### src/rtl/lane_renderer.sv
// lane_renderer
//   Repaints the visible part of a note lane onto the 160x120 VGA framebuffer.
//   A start request snapshots lane[VISIBLE-1:0] and then streams one pixel per
//   clock (x/y/colour with plot=1) into vga_adapter.
//   Slot 0 is the hit slot at the bottom of the column. Higher slots are drawn
//   progressively higher, so notes appear to fall as the lane shifts right.
//
// Ports
//   clk     system clock
//   resetn  asynchronous, active-high reset
//   start   repaint request, sampled every clock
//   lane    live lane contents, bit 0 = hit slot
//   busy    high while a frame is being drawn
//   done    one-cycle pulse after the last pixel of a frame
//   x, y    pixel coordinates
//   colour  pixel colour
//   plot    framebuffer write strobe; x/y/colour are valid while it is high
module lane_renderer #(
  parameter int         LANE_BITS   = 100,
  parameter int         VISIBLE     = 10,
  parameter int         NOTE_W      = 10,
  parameter int         NOTE_H      = 10,
  parameter int         LANE_X0     = 40,
  parameter logic [2:0] NOTE_COLOUR = 3'b111,
  parameter logic [2:0] HIT_COLOUR  = 3'b010,
  parameter logic [2:0] BG_COLOUR   = 3'b000
) (
  input  logic                 clk,
  input  logic                 resetn,
  input  logic                 start,
  input  logic [LANE_BITS-1:0] lane,
  output logic                 busy,
  output logic                 done,
  output logic [7:0]           x,
  output logic [7:0]           y,
  output logic [2:0]           colour,
  output logic                 plot
);

  localparam int COL_W  = (NOTE_W  > 1) ? $clog2(NOTE_W)  : 1;
  localparam int ROW_W  = (NOTE_H  > 1) ? $clog2(NOTE_H)  : 1;
  localparam int SLOT_W = (VISIBLE > 1) ? $clog2(VISIBLE) : 1;

  localparam logic [COL_W-1:0]  COL_LAST  = COL_W'(NOTE_W - 1);
  localparam logic [ROW_W-1:0]  ROW_LAST  = ROW_W'(NOTE_H - 1);
  localparam logic [SLOT_W-1:0] SLOT_LAST = SLOT_W'(VISIBLE - 1);

  typedef enum logic [1:0] {
    IDLE = 2'd0,
    DRAW = 2'd1,
    DONE = 2'd2
  } state_t;

  state_t              state;
  logic                pending;
  logic [VISIBLE-1:0]  snap;
  logic [COL_W-1:0]    col;
  logic [ROW_W-1:0]    row;
  logic [SLOT_W-1:0]   slot;

  logic [7:0]          pix_x;
  logic [7:0]          pix_y;
  logic [2:0]          pix_colour;

  // Lane bits above the visible window are off-screen and intentionally ignored.
  logic                unused_lane_bits;
  assign unused_lane_bits = ^lane[LANE_BITS-1:VISIBLE];

  // Pixel for the current scan position. Slot 0 sits at the bottom of the
  // column, so the slot index is mirrored before scaling to screen rows.
  always_comb begin
    pix_x = 8'(LANE_X0) + 8'(col);
    pix_y = 8'((VISIBLE - 1 - int'(slot)) * NOTE_H) + 8'(row);
    if (snap[slot]) begin
      pix_colour = NOTE_COLOUR;
    end else if (slot == '0) begin
      pix_colour = HIT_COLOUR;
    end else begin
      pix_colour = BG_COLOUR;
    end
  end

  // Control FSM with registered outputs. busy/plot/done follow the state by one
  // cycle: the IDLE->DRAW edge raises busy, every DRAW edge emits one pixel,
  // and the DONE edge emits the done pulse. Any start seen while a frame is in
  // flight (including on the DONE edge) collapses into one follow-up frame.
  always_ff @(posedge clk or posedge resetn) begin
    if (resetn) begin
      state   <= IDLE;
      pending <= 1'b0;
      snap    <= '0;
      col     <= '0;
      row     <= '0;
      slot    <= '0;
      busy    <= 1'b0;
      done    <= 1'b0;
      plot    <= 1'b0;
      x       <= '0;
      y       <= '0;
      colour  <= '0;
    end else begin
      case (state)
        IDLE: begin
          done <= 1'b0;
          plot <= 1'b0;
          busy <= 1'b0;
          if (start) begin
            snap  <= lane[VISIBLE-1:0];
            col   <= '0;
            row   <= '0;
            slot  <= '0;
            busy  <= 1'b1;
            state <= DRAW;
          end
        end

        DRAW: begin
          done   <= 1'b0;
          busy   <= 1'b1;
          plot   <= 1'b1;
          x      <= pix_x;
          y      <= pix_y;
          colour <= pix_colour;
          if (start) begin
            pending <= 1'b1;
          end
          // Scan order: column fastest, then row, then slot.
          if (col == COL_LAST) begin
            col <= '0;
            if (row == ROW_LAST) begin
              row <= '0;
              if (slot == SLOT_LAST) begin
                slot  <= '0;
                state <= DONE;
              end else begin
                slot <= slot + 1'b1;
              end
            end else begin
              row <= row + 1'b1;
            end
          end else begin
            col <= col + 1'b1;
          end
        end

        DONE: begin
          done <= 1'b1;
          busy <= 1'b0;
          plot <= 1'b0;
          col  <= '0;
          row  <= '0;
          slot <= '0;
          if (pending || start) begin
            pending <= 1'b0;
            snap    <= lane[VISIBLE-1:0];
            state   <= DRAW;
          end else begin
            state <= IDLE;
          end
        end

        default: begin
          state <= IDLE;
          plot  <= 1'b0;
          busy  <= 1'b0;
          done  <= 1'b0;
        end
      endcase
    end
  end

endmodule

### config.mk
export PLATFORM = sky130hd
export DESIGN_NAME = lane_renderer
export DESIGN_NICKNAME = d
export VERILOG_FILES = /design/src/rtl/lane_renderer.sv
export SDC_FILE = /design/constraint.sdc
export NUM_CORES = 1
export LEC_CHECK = 0
export CAP_MARGIN = 20
export CORE_UTILIZATION = 42
export CTS_CLUSTER_DIAMETER = 40
export DETAILED_ROUTE_END_ITERATION = 7
export GPL_ROUTABILITY_DRIVEN = 0
export HOLD_SLACK_MARGIN = 0.03
export MAX_ROUTING_LAYER = met4
export PLACE_DENSITY = 0.88
export SETUP_SLACK_MARGIN = 0.4
export SLEW_MARGIN = 20
export SYNTH_ARGS = -nofsm -noshare
export SYNTH_HDL_FRONTEND = slang
export SYNTH_SLANG_ARGS = --single-unit
### constraint.sdc
create_clock -name clk -period 5.3 [get_ports clk]
set_input_delay 1.06 -clock clk [delete_from_list [all_inputs] [get_ports clk]]
set_output_delay 1.06 -clock clk [all_outputs]
set_load 0.02 [all_outputs]
==> results of run 1 <==
per-layer routing:
metal	routed length (microns)	up-vias	global-route usage (%)	part of all wire, %
li1	-	832	-	-
met1	1910	763	20.1	47
met2	1970	38	26.4	48
met3	134	11	3.35	3.3
met4	89	0	6.73	2.2
met5	0	-	-	0
sequential cells by signal, summed over array words and instances, names as in the netlist, 2 cells and up:
signal and cells:
snap 10, y 8, x 6, col 4, row 4, slot 4, colour 2, state 2
area by class of cell:
type                    count  area, sq um
well taps                  70         87.6
inverters                  11         41.3
clock inverters             2         38.8
repair buffers             34          335
clock buffers               6         82.6
multi-input cells         159         1130
fillers                   465         2420
flip-flops and latches     44         1100
worst max-delay path: cells and delay by family, from the launching register on:
kind	cells	cell delay (ns)
flip-flops	1	0.62
buffers and inverters	1	0.20
multiplexers	1	0.26
XOR/XNOR	2	0.61
AO/OA/AOI/OAI	1	0.20
adder cells (fa/ha/maj)	5	1.46
path summary, 6_finish.rpt:
path,slack (ns),startpoint,to
worst max-delay path,1.86,slot[1]$_DFFE_PP0P_,y[7]$_DFFE_PP0P_
min in group asynchronous,1.19,resetn,state[0]$_DFFE_PP0P_
worst max register to register,1.86,slot[1]$_DFFE_PP0P_,y[7]$_DFFE_PP0P_
worst min-delay path,0.47,x[5]$_DFFE_PP0P_,x[5]$_DFFE_PP0P_
max in group asynchronous,3.75,resetn,y[7]$_DFFE_PP0P_
worst min register to register,0.47,x[5]$_DFFE_PP0P_,x[5]$_DFFE_PP0P_
report_power, final:
part / total [mW] / switching, mW / internal (mW)
clock network: 0.270 / 0.116 / 0.154
registers: 0.342 / 0.00243 / 0.340
logic: 0.0282 / 0.0132 / 0.0150
cell families after synthesis:
kind of cell             synth area share (%)
other                                   0.161
flip-flops                               47.3
AND/OR/NAND/NOR                          13.6
AO/OA/AOI/OAI                            12.0
multiplexers                             7.58
XOR/XNOR                                 2.85
adder cells (fa/ha/maj)                  11.9
buffers and inverters                    4.51
cell usage after synthesis, drive strengths merged (4+ instances only):
library cell  number  area, sq um
nand2             35          131
mux2              11          124
dfrtp             44         1100
nand3              7         35.0
o21ai             23          115
xor2               5         43.8
nor2              12         47.6
a21oi              7         35.0
buf                7         48.8
ha                19          238
inv               11         41.3
clkbuf             4         15.0
stage by stage:
step | instance area (sq um) | std cells | util [%]
finish | 2810 | 326 | 53.7
global route | 2810 | 326 | 53.7
CTS | 2810 | 326 | 53.7
detailed placement | 2690 | 318 | 51.4
global placement | 2690 | 318 | 51.4
floorplan | 2330 | 225 | -
==> results.ini, run 1 <==
[worst_setup_path]
path_cells=inv_1 -> ha_1 -> ha_1 -> ha_1 -> ha_1 -> fa_1 -> xor2_1 -> o2111ai_1 -> xnor3_1 -> mux2_2
path_class=reg -> reg
setup.worst_path.start_class=flip-flop
r2r_cells=10
arrival_ns=3.63
max_stage_delay_ns=0.62
path_common_cell=ha_1
crit_path_end_kind=flip-flop
path_max_fanout=11
required_ns=5.49
slowest_stage=dfrtp_1

[die]
core_sq_um=5240
die_h_microns=76.5
die_x_microns=76.5
io_pins=125
start_util_pct=44.5
rows=26
die_area_sq_um=5850

[min_path]
hold_path.class=reg -> reg
min_path_cells=1

[grt]
overflow=0
grt_antenna_before_repair=0
grt_first_pass_wirelength_microns=7520
first_global_vias=1685
grt_max_degree=45
grt_use_total_pct=16.4

[sta]
setup_slack_ns=1.86
maxSlewViolCount=0
setup_violations=0
max_slew_margin_pct=64.7
fmax_mhz=291
setup-tns-final_ns=0
min_period_ns=3.44
rsz0062_at_grt=no
skew_ns=0.00710
final-hold-violation-count=0
worst_pin_slew_ns=0.529
finalCritPeriodShare_pct=64.9
hold_slack_ns=0.469

[final_layout]
drive_gt1_share_pct=10.2
layout_common_cells=44 x dfrtp_1, 35 x nand2_1, 32 x clkdlybuf4s50_1, 23 x o21ai_0, 19 x ha_1
syn_to_final_growth_pct=20.8
nets=379
n_antenna_cell=0
final_common_cell=dfrtp_1

[synth]
yosysUniqueCellTypes=42
synth_seq_area_share_pct=47.3
syn_inst=224
ys.flop_type=dfrtp_1
syn-cell-area_sq_um=2330
async_flop_share_pct=100
synth-seq-cells=44
yosys_warnings=0
avgSynthCellArea_sq_um=10.4
synth_edf_count=0

[place]
dp_slack_ns=1.90
dp.final_hpwl_microns=2930
place.port_buffers=32

[run]
maxCapViolCount=0

[cts]
clock-sinks=44
cts_max_path_buffers=2
ctsResizeCount=0
cts_tree=built
clkTransAtPathRegs_ns=0.08
insertion_delay_ns=0.30
post_cts_buffers=0
cts-root-buf=clkbuf_8
cts_hold_buf=0
cts-htree-levels=2
numCtsBuffers=5

[drt]
drcViolationCount=0
drt_iter0_drc=93
ant_nets=0
drt_wl_total_microns=4100
via_per_inst=5.04
drtPass1Iterations=4
wire_per_inst_microns=12.6
vias=1644

[pwr]
power.total_mw=0.641
cellPowerDensity_nw_per_um2=228
leakage_nw=1.31
vdd_drop_max_mv=0.167

[status]
outcome=finished clean

No activity file was read; power rests on OpenSTA's default activity.
==> run 2: changes to the inputs <==
Settings changed: CORE_UTILIZATION 42 to 39, PLACE_DENSITY 0.88 to 0.83.
Clock period 5.3 ns to 3.5 ns, I/O delays scaled along.
==> run 2 against run 1 <==
Sequential power up 52%. Final area up 0.62%. Core utilization down 3.5 points. Setup slack worse by 1.3 ns. Global-route usage down 0.45 points. Routed wire length up 4.8%. Critical endpoint unchanged.
==> results.ini, run 2 (synthesis results as in run 1) <==
[pwr]
p_int_mw=0.743  ; +46%
power.total_mw=0.932  ; +45%
leakage_nw=1.31  ; +0.22%
vdd_drop_max_mv=0.226  ; +36%
p_comb_share_pct=4.6  ; +0.2 points
clock_power_share_pct=39.7  ; -2.5 points
cellPowerDensity_nw_per_um2=329  ; +45%
p_seq_share_pct=55.7  ; +2.2 points
swShare_pct=20.3  ; -0.20 points
p_switching_mw=0.189  ; +44%

[drt]
drt_iter0_drc=75  ; -19%
wire_per_inst_microns=13.0  ; +3.8%
ant_nets=0  ; unchanged
drtPass1Iterations=4  ; unchanged
vias=1713  ; +4.2%
drt_wl_total_microns=4290  ; +4.8%
drcViolationCount=0  ; unchanged
via_per_inst=5.21  ; +3.2%

[worst_setup_path]
max_stage_delay_ns=0.41  ; -0.21 ns
arrival_ns=3.14  ; -0.49 ns
slowest_stage=fa_1
required_ns=3.68  ; -1.81 ns
critPathTopFamily=adder cells
critPathBufInv=1  ; unchanged
path_max_fanout=3  ; -8
path_cells=inv_1 -> ha_1 -> ha_1 -> ha_1 -> ha_1 -> fa_1 -> xor2_2 -> o2111ai_2 -> xnor3_1 -> mux2_2
path_class=reg -> reg
path_common_cell=ha_1
crit_path_end_kind=flip-flop
setup.worst_path.start_class=flip-flop

[cts]
cts-htree-levels=2  ; unchanged
cts_tree=built
cts-root-buf=clkbuf_8
cts_max_path_buffers=2  ; unchanged
numCtsBuffers=5  ; unchanged
clock-sinks=44  ; unchanged
cts_hold_buf=0  ; unchanged
clkTransAtPathRegs_ns=0.08  ; about the same
insertion_delay_ns=0.30  ; about the same

[sta]
skew_ns=0.00863  ; +0.00153 ns
maxSlewViolCount=0  ; unchanged
max_slew_margin_pct=47.9  ; -17 points
min_period_ns=2.96  ; -0.481 ns
setup_violations=0  ; unchanged
rsz0062_at_grt=no
setup-tns-final_ns=0  ; unchanged
worst_pin_slew_ns=0.781  ; +0.251 ns
fmax_mhz=338  ; +16%
finalCritPeriodShare_pct=84.6  ; +20 points
final-hold-violation-count=0  ; unchanged

[grt]
first_global_vias=1625  ; -3.6%
grt_use_total_pct=15.9  ; -0.45 points
grt_antenna_before_repair=0  ; unchanged
grt_max_degree=31  ; -31%
overflow=0  ; unchanged
grt_first_pass_wirelength_microns=7550  ; +0.36%

[final_layout]
drive_gt1_share_pct=11.7  ; +1.5 points
layout_common_cells=43 x dfrtp_1, 35 x nand2_1, 32 x clkdlybuf4s50_1, 23 x o21ai_0, 19 x ha_1
seqCellArea_sq_um=1100  ; +0.11%
nets=382  ; +0.79%
top_register=snap
multi_input_area_sq_um=1140  ; +1.2%
largest_reg_flops=10  ; unchanged
stdcell_count=329  ; +0.92%
n_antenna_cell=0  ; unchanged
top_regs=snap (10), y (8), x (6)
nFillCells=509  ; +9.5%
syn_to_final_growth_pct=21.5
final_common_cell=dfrtp_1

[min_path]
hold_path.class=reg -> reg

[status]
outcome=finished clean

[die]
core_sq_um=5640  ; +7.7%
die_area_sq_um=6280  ; +7.5%
start_util_pct=41.3  ; -3.2 points
rows=27  ; +3.8%
io_pins=125  ; unchanged
die_x_microns=79.3  ; +3.7%
die_h_microns=79.3  ; +3.7%

[place]
post-place-cells=321  ; +0.94%
place.port_buffers=32  ; unchanged
dp.final_hpwl_microns=3080  ; +5.2%

[run]
maxCapViolCount=0  ; unchanged

## run 2: changes by cell type in the layout (fill, tap and decap cells not counted), sizes merged
| cell | previous run | this run |
|---|---|---|
| clkbuf | 6 | 5 |
| buf | 2 | 5 |
| clkinv | 1 | 0 |
## run 2: what timing repair did
action	in CTS	in global routing
pin swaps	0	1
setup buffers	0	2
endpoints found under the setup margin	1	1
cloned	0	0
resized for setup	1	2
## run 2: path summary, 6_finish.rpt
kind / start / endpoint / slack, ns / depth (start not counted)
setup / recovery: slot[1]$_DFFE_PP0P_ / y[7]$_DFFE_PP0P_ / 0.54 / 10
hold / removal: x[5]$_DFFE_PP0P_ / x[5]$_DFFE_PP0P_ / 0.47 / 1
setup reg to reg: slot[1]$_DFFE_PP0P_ / y[7]$_DFFE_PP0P_ / 0.54 / 10
hold reg to reg: x[5]$_DFFE_PP0P_ / x[5]$_DFFE_PP0P_ / 0.47 / 1
max in group asynchronous: resetn / x[4]$_DFFE_PP0P_ / 1.86 / 3
min in group asynchronous: resetn / pending$_DFFE_PP0P_ / 0.84 / 2
## run 2: power groups by stage
stage	Clock [mW]	Sequential [mW]	Combinational (mW)
after detailed placement	0	0.529	0.0443
after global placement	0	0.528	0.0430
after floorplan	0	0.529	0.0230
final	0.370	0.519	0.0430
after CTS	0.378	0.519	0.0444
after global routing	0.393	0.520	0.0482
## run 2: area by class of cell
class | count | area share, %
Inverter | 11 | 1.46
Sequential cell | 44 | 38.9
Timing Repair Buffer | 37 | 12.6
Clock buffer | 5 | 2.43
Tap cell | 72 | 3.18
Clock inverter | 1 | 1.06
Multi-Input combinational cell | 159 | 40.3
## run 2: per-stage QoR
step | setup slack [ns] | cell area [sq um] | hold slack, ns | util, %
after floorplan | 0.414 | 2330 | 0.475 | -
after global placement | 0.437 | 2700 | 0.449 | 47.9
after detailed placement | 0.394 | 2700 | 0.460 | 47.9
after CTS | 0.429 | 2800 | 0.483 | 49.7
after global routing | 0.424 | 2830 | 0.507 | 50.2
final | 0.539 | 2830 | 0.471 | 50.2
## run 2: per-layer routing
metal / share of wire (%) / GRT usage, % / up-vias / wire length, microns
met2: 47 / 24.8 / 48 / 2000
met5: 0 / - / - / 0
met4: 1.8 / 7.09 / 0 / 77
met1: 47 / 19.3 / 826 / 2010
met3: 4.7 / 4.37 / 8 / 200
li1: - / - / 831 / -
